==> src/rtl/instr_encoder_loader.sv <==
// instr_encoder_loader: builds RV32I instruction words from field requests and
// streams them one per cycle into instruction memory under a load FSM.
module instr_encoder_loader #(
   parameter int ADDR_W    = 10,
   parameter int BASE_ADDR = 0,
   parameter int DEPTH     = 1024
) (
   input  logic              clk,
   input  logic              reset_n,
   input  logic              start,
   input  logic              in_valid,
   output logic              in_ready,
   input  logic [2:0]        in_fmt,
   input  logic [6:0]        in_op,
   input  logic [4:0]        in_rd,
   input  logic [4:0]        in_rs1,
   input  logic [4:0]        in_rs2,
   input  logic [2:0]        in_funct3,
   input  logic              in_funct7b5,
   input  logic [31:0]       in_imm,
   input  logic              in_last,
   output logic              mem_we,
   output logic [ADDR_W-1:0] mem_addr,
   output logic [31:0]       mem_wdata,
   input  logic              mem_ready,
   output logic              busy,
   output logic              done,
   output logic              err,
   output logic [ADDR_W:0]   words
);
   typedef enum logic [1:0] {IDLE, LOAD, DRAIN, DONE} state_t;
   localparam logic [ADDR_W:0] LAST_CNT = (ADDR_W+1)'(DEPTH-1);
   state_t state;
   logic out_valid, shift, legal, accept, wr, s11, s12, s20;
   logic [31:0] enc;
   logic [ADDR_W:0] cnt;
   assign s11 = &in_imm[31:11] | ~|in_imm[31:11];
   assign s12 = &in_imm[31:12] | ~|in_imm[31:12];
   assign s20 = &in_imm[31:20] | ~|in_imm[31:20];
   assign shift = in_fmt == 3'd0 && in_op == 7'h13 && in_funct3[1:0] == 2'b01;
   always_comb begin
      legal = 1'b0;
      enc = '0;
      case (in_fmt)
         3'd0: begin
            legal = shift ? ~|in_imm[31:5] : s11;
            enc = shift ? {1'b0, in_funct7b5, 5'b0, in_imm[4:0], in_rs1, in_funct3, in_rd, in_op}
                        : {in_imm[11:0], in_rs1, in_funct3, in_rd, in_op};
         end
         3'd1: begin
            legal = s11;
            enc = {in_imm[11:5], in_rs2, in_rs1, in_funct3, in_imm[4:0], in_op};
         end
         3'd2: begin
            legal = s12 & ~in_imm[0];
            enc = {in_imm[12], in_imm[10:5], in_rs2, in_rs1, in_funct3, in_imm[4:1], in_imm[11], in_op};
         end
         3'd3: begin
            legal = s20 & ~in_imm[0];
            enc = {in_imm[20], in_imm[10:1], in_imm[11], in_imm[19:12], in_rd, in_op};
         end
         3'd4: begin
            legal = ~|in_imm[11:0];
            enc = {in_imm[31:12], in_rd, in_op};
         end
         3'd5: begin
            legal = 1'b1;
            enc = {1'b0, in_funct7b5, 5'b0, in_rs2, in_rs1, in_funct3, in_rd, in_op};
         end
         default: begin
            legal = 1'b0;
            enc = '0;
         end
      endcase
   end
   assign in_ready = state == LOAD && (!out_valid || mem_ready);
   assign accept = in_valid && in_ready;
   assign wr = out_valid && mem_ready;
   assign mem_we = out_valid;
   assign busy = state == LOAD || state == DRAIN;
   assign done = state == DONE;
   // the address advances on write completion, so a word loaded on that same edge lands on the next slot
   always_ff @(posedge clk) begin
      if (!reset_n) begin
         state <= IDLE;
         out_valid <= 1'b0;
         mem_addr <= '0;
         mem_wdata <= '0;
         words <= '0;
         err <= 1'b0;
         cnt <= '0;
      end else begin
         if (wr) begin
            mem_addr <= mem_addr + ADDR_W'(1);
            words <= words + (ADDR_W+1)'(1);
         end
         out_valid <= accept ? legal : out_valid && !mem_ready;
         if (accept && legal) mem_wdata <= enc;
         if (accept) begin
            cnt <= cnt + (ADDR_W+1)'(1);
            err <= err | ~legal;
         end
         case (state)
            IDLE, DONE: if (start) begin
               state <= LOAD;
               words <= '0;
               err <= 1'b0;
               cnt <= '0;
               mem_addr <= ADDR_W'(BASE_ADDR);
            end
            LOAD: if (accept && (in_last || cnt == LAST_CNT)) state <= DRAIN;
            DRAIN: if (!out_valid || mem_ready) state <= DONE;
            default: state <= IDLE;
         endcase
      end
   end
endmodule
==> config.mk <==
export PLATFORM = sky130hd
export DESIGN_NAME = instr_encoder_loader
export DESIGN_NICKNAME = d
export VERILOG_FILES = /design/src/rtl/instr_encoder_loader.sv
export SDC_FILE = /design/constraint.sdc
export NUM_CORES = 1
export LEC_CHECK = 0
export BUFFER_PORTS_ARGS = -buffer_cell sky130_fd_sc_hd__buf_2
export CORE_MARGIN = 2
export CORE_UTILIZATION = 29
export DETAILED_ROUTE_END_ITERATION = 6
export GPL_TIMING_DRIVEN = 0
export SLEW_MARGIN = 20
export SYNTH_ARGS = -nofsm -noshare
export SYNTH_HDL_FRONTEND = slang
export SYNTH_SLANG_ARGS = --single-unit
==> constraint.sdc <==
create_clock -name clk -period 2.8 [get_ports clk]
set_input_delay 0 -clock clk [delete_from_list [all_inputs] [get_ports clk]]
set_output_delay 0 -clock clk [all_outputs]
set_load 0.01 [all_outputs]
==> impl_metrics.json <==
{
  "r2r_start": "state[1]",
  "nets": 708,
  "gr-usage-met2_pct": 26.91,
  "min_path_type": "in -> reg",
  "synth_top_area_share_pct": 33.37,
  "finalSetupViolCount": 0,
  "synth_cell_types": 48,
  "dp_hpwl_mm": 10.48,
  "clock.fmax_ghz": 0.4065,
  "rows": 43,
  "synth_nets": 567,
  "start_util_pct": 29.50,
  "fin_skew_ps": 10.05,
  "clock-sinks": 68,
  "pre_cts_slack_ps": 437.5,
  "io_buffers": 122,
  "required_ps": 3040,
  "wl_per_cell_um": 16.53,
  "vdd.ir_drop.worst_v": 0.0002696,
  "max-slew-margin-rel_pct": 50.35,
  "yosysTopAreaCell": "dfxtp_1",
  "period_share_pct": 87.85,
  "die_h_um": 122.6,
  "grt_pass1_vias": 3957,
  "tightest_slew_ps": 744.8,
  "cts_resized": 0,
  "clk_transition_reported_paths_ps": 60,
  "final.setup.tns_ps": 0,
  "dieArea_um2": 15030,
  "holdBufCountCts": 8,
  "netlist_instances": 493,
  "synthTopCellsByArea": "dfxtp_1, a211oi_2, a211oi_1, nand4_1, nor2_1",
  "rsz0062_at_grt": "no",
  "io-pin-count": 125,
  "core_um2": 13830,
  "yosys_most_used_dff": "dfxtp_1",
  "status": "finished with violations",
  "r2r-end": "state[0]",
  "start_kind": "input port",
  "end_kind": "register",
  "drtIter0Drc": 407,
  "violations": "DRC",
  "met3_usage_pct": 3.485,
  "area_delta_synth_final_pct": 30.09,
  "critical_path_class": "in -> reg",
  "routabilityCongestion": 0.9257,
  "overflow": 0,
  "cp_data_arrival_time_ps": 2700,
  "grt_usage_pct": 17.53,
  "antenna_found_initial": 0,
  "worstSkewPairLatency_ps": 330,
  "h-tree-depth": 3,
  "viasPerCell": 5.266,
  "grt_pass1_wl_mm": 20.51,
  "worstHoldPathCells": 3,
  "post-cts-setup-buffers": 0,
  "die_x_um": 122.6,
  "grt_max_degree": 15,
  "cp_max_fo": 10,
  "period_needed_ps": 2460,
  "reg2reg_depth": 7,
  "crit_start": "in_op[2]",
  "dr.pass1.iters": 7,
  "rrSetupSlack_ps": 740,
  "cap_violations": 0,
  "drive_above_1_share_pct": 26.60,
  "drcViolationCount": 5,
  "pwr_density_cell_nw_per_um2": 531.1,
  "cts_tree": "built",
  "yosys_warnings": 0,
  "cts_buffers": 9,
  "slew_violations": 0,
  "drtAntennaViolNets": 0,
  "use_met1_pct": 24.66,
  "fin_ws_ps": 340.1,
  "wl_mm": 13.55,
  "postSynth.asyncResetShare_pct": 0,
  "synth_seq_cells": 68,
  "root_buffer": "clkbuf_16",
  "clock_path_buffers": 2,
  "synth.avg_cell_area_um2": 8.274,
  "synth_seq_area_share_pct": 33.37,
  "synth_edf_count": 0,
  "finalHoldViolations": 0,
  "syn_area_um2": 4079,
  "grt.busiest_layer": "met2",
  "num_vias": 4318,
  "leakagePower_nw": 2.113,
  "critPathCapture": "mem_wdata[21]"
}
-- synth_stat cells (all sizes together), types with 9 or more instances --
cell type  number
a211oi         50
a21oi          28
a22o            9
a22oi          13
clkbuf         31
dfxtp          68
inv            32
mux2i          11
nand2          24
nand3          16
nand4          30
nor2           42
o22ai          14
xor2           18
-- logic make-up after synthesis --
kind of cell	count (synthesis)	synth area share (%)
flip-flops	68	33.37
XOR/XNOR	26	5.583
buffers and inverters	72	7.423
AND/OR/NAND/NOR	169	22.42
multiplexers	15	3.804
adder cells (fa/ha/maj)	7	2.147
AO/OA/AOI/OAI	136	25.25
-- worst min path at each step --
stage	start	endpoint
after CTS	mem_ready	mem_we
after floorplan	in_op[0]	mem_wdata[0]
after global placement	in_op[2]	mem_wdata[2]
after detailed placement	in_op[1]	mem_wdata[1]
final	mem_ready	mem_we
after global routing	mem_ready	mem_we
-- per-layer routing --
| metal | wire (um) | vias to the layer above |
|---|---|---|
| li1 | - | 2111 |
| met1 | 6190 | 2029 |
| met2 | 6114 | 165 |
| met3 | 1017 | 13 |
| met4 | 229 | 0 |
| met5 | 0 | - |
-- where the power goes --
group	switching, mW	internal, mW
Combinational	0.375	0.219
Clock	0.475	0.705
Sequential	0.0343	1.01
-- sequential cells by signal, summed over array words and instances (netlist names) --
register and cells:
mem_addr 10, state 2, mem_we 1, cnt 11, words 11, mem_wdata 32
err 1
-- per-stage QoR --
step | cell area [um^2] | hold WS [ps] | total power, mW | std cells | util [%]
after floorplan | 4079 | 170.1 | 1.415 | 493 | -
after global placement | 4915 | 296.4 | 1.632 | 795 | 35.54
after detailed placement | 4915 | 302.2 | 1.647 | 795 | 35.54
after global routing | 5304 | 21.63 | 2.952 | 819 | 38.36
final | 5306 | 23.62 | 2.818 | 820 | 38.38
after CTS | 5304 | 12.45 | 2.838 | 819 | 38.36
-- cell usage in the layout, fill, tap and decap left out, types with 16 or more instances in the layout --
master	count
buf_2	124
dfxtp_1	68
nor2_1	42
inv_1	32
clkbuf_1	31
a211oi_1	31
nand4_1	30
a21oi_1	28
nand2_1	24
a211oi_2	19
xor2_1	18
nand3_1	16
-- worst max-delay path: stages --
cell,delay (ps)
dlygate4sd3_1,540
buf_2,140
nor4b_1,460
nand3_1,300
mux2i_1,220
o221a_2,270
clkbuf_1,380
a211oi_1,180
a211oi_2,210
-- area by class of cell --
type,instances,area [um^2]
fillers,1424,8521
multi-input cells,353,2415
flip-flops and latches,68,1361
repair buffers,130,690.7
clock buffers,9,225.2
well taps,180,225.2
plain buffers,39,178.9
inverters,33,123.9
clock inverters,7,83.83
diodes,1,2.502
No activity file was read; power rests on OpenSTA's default activity.
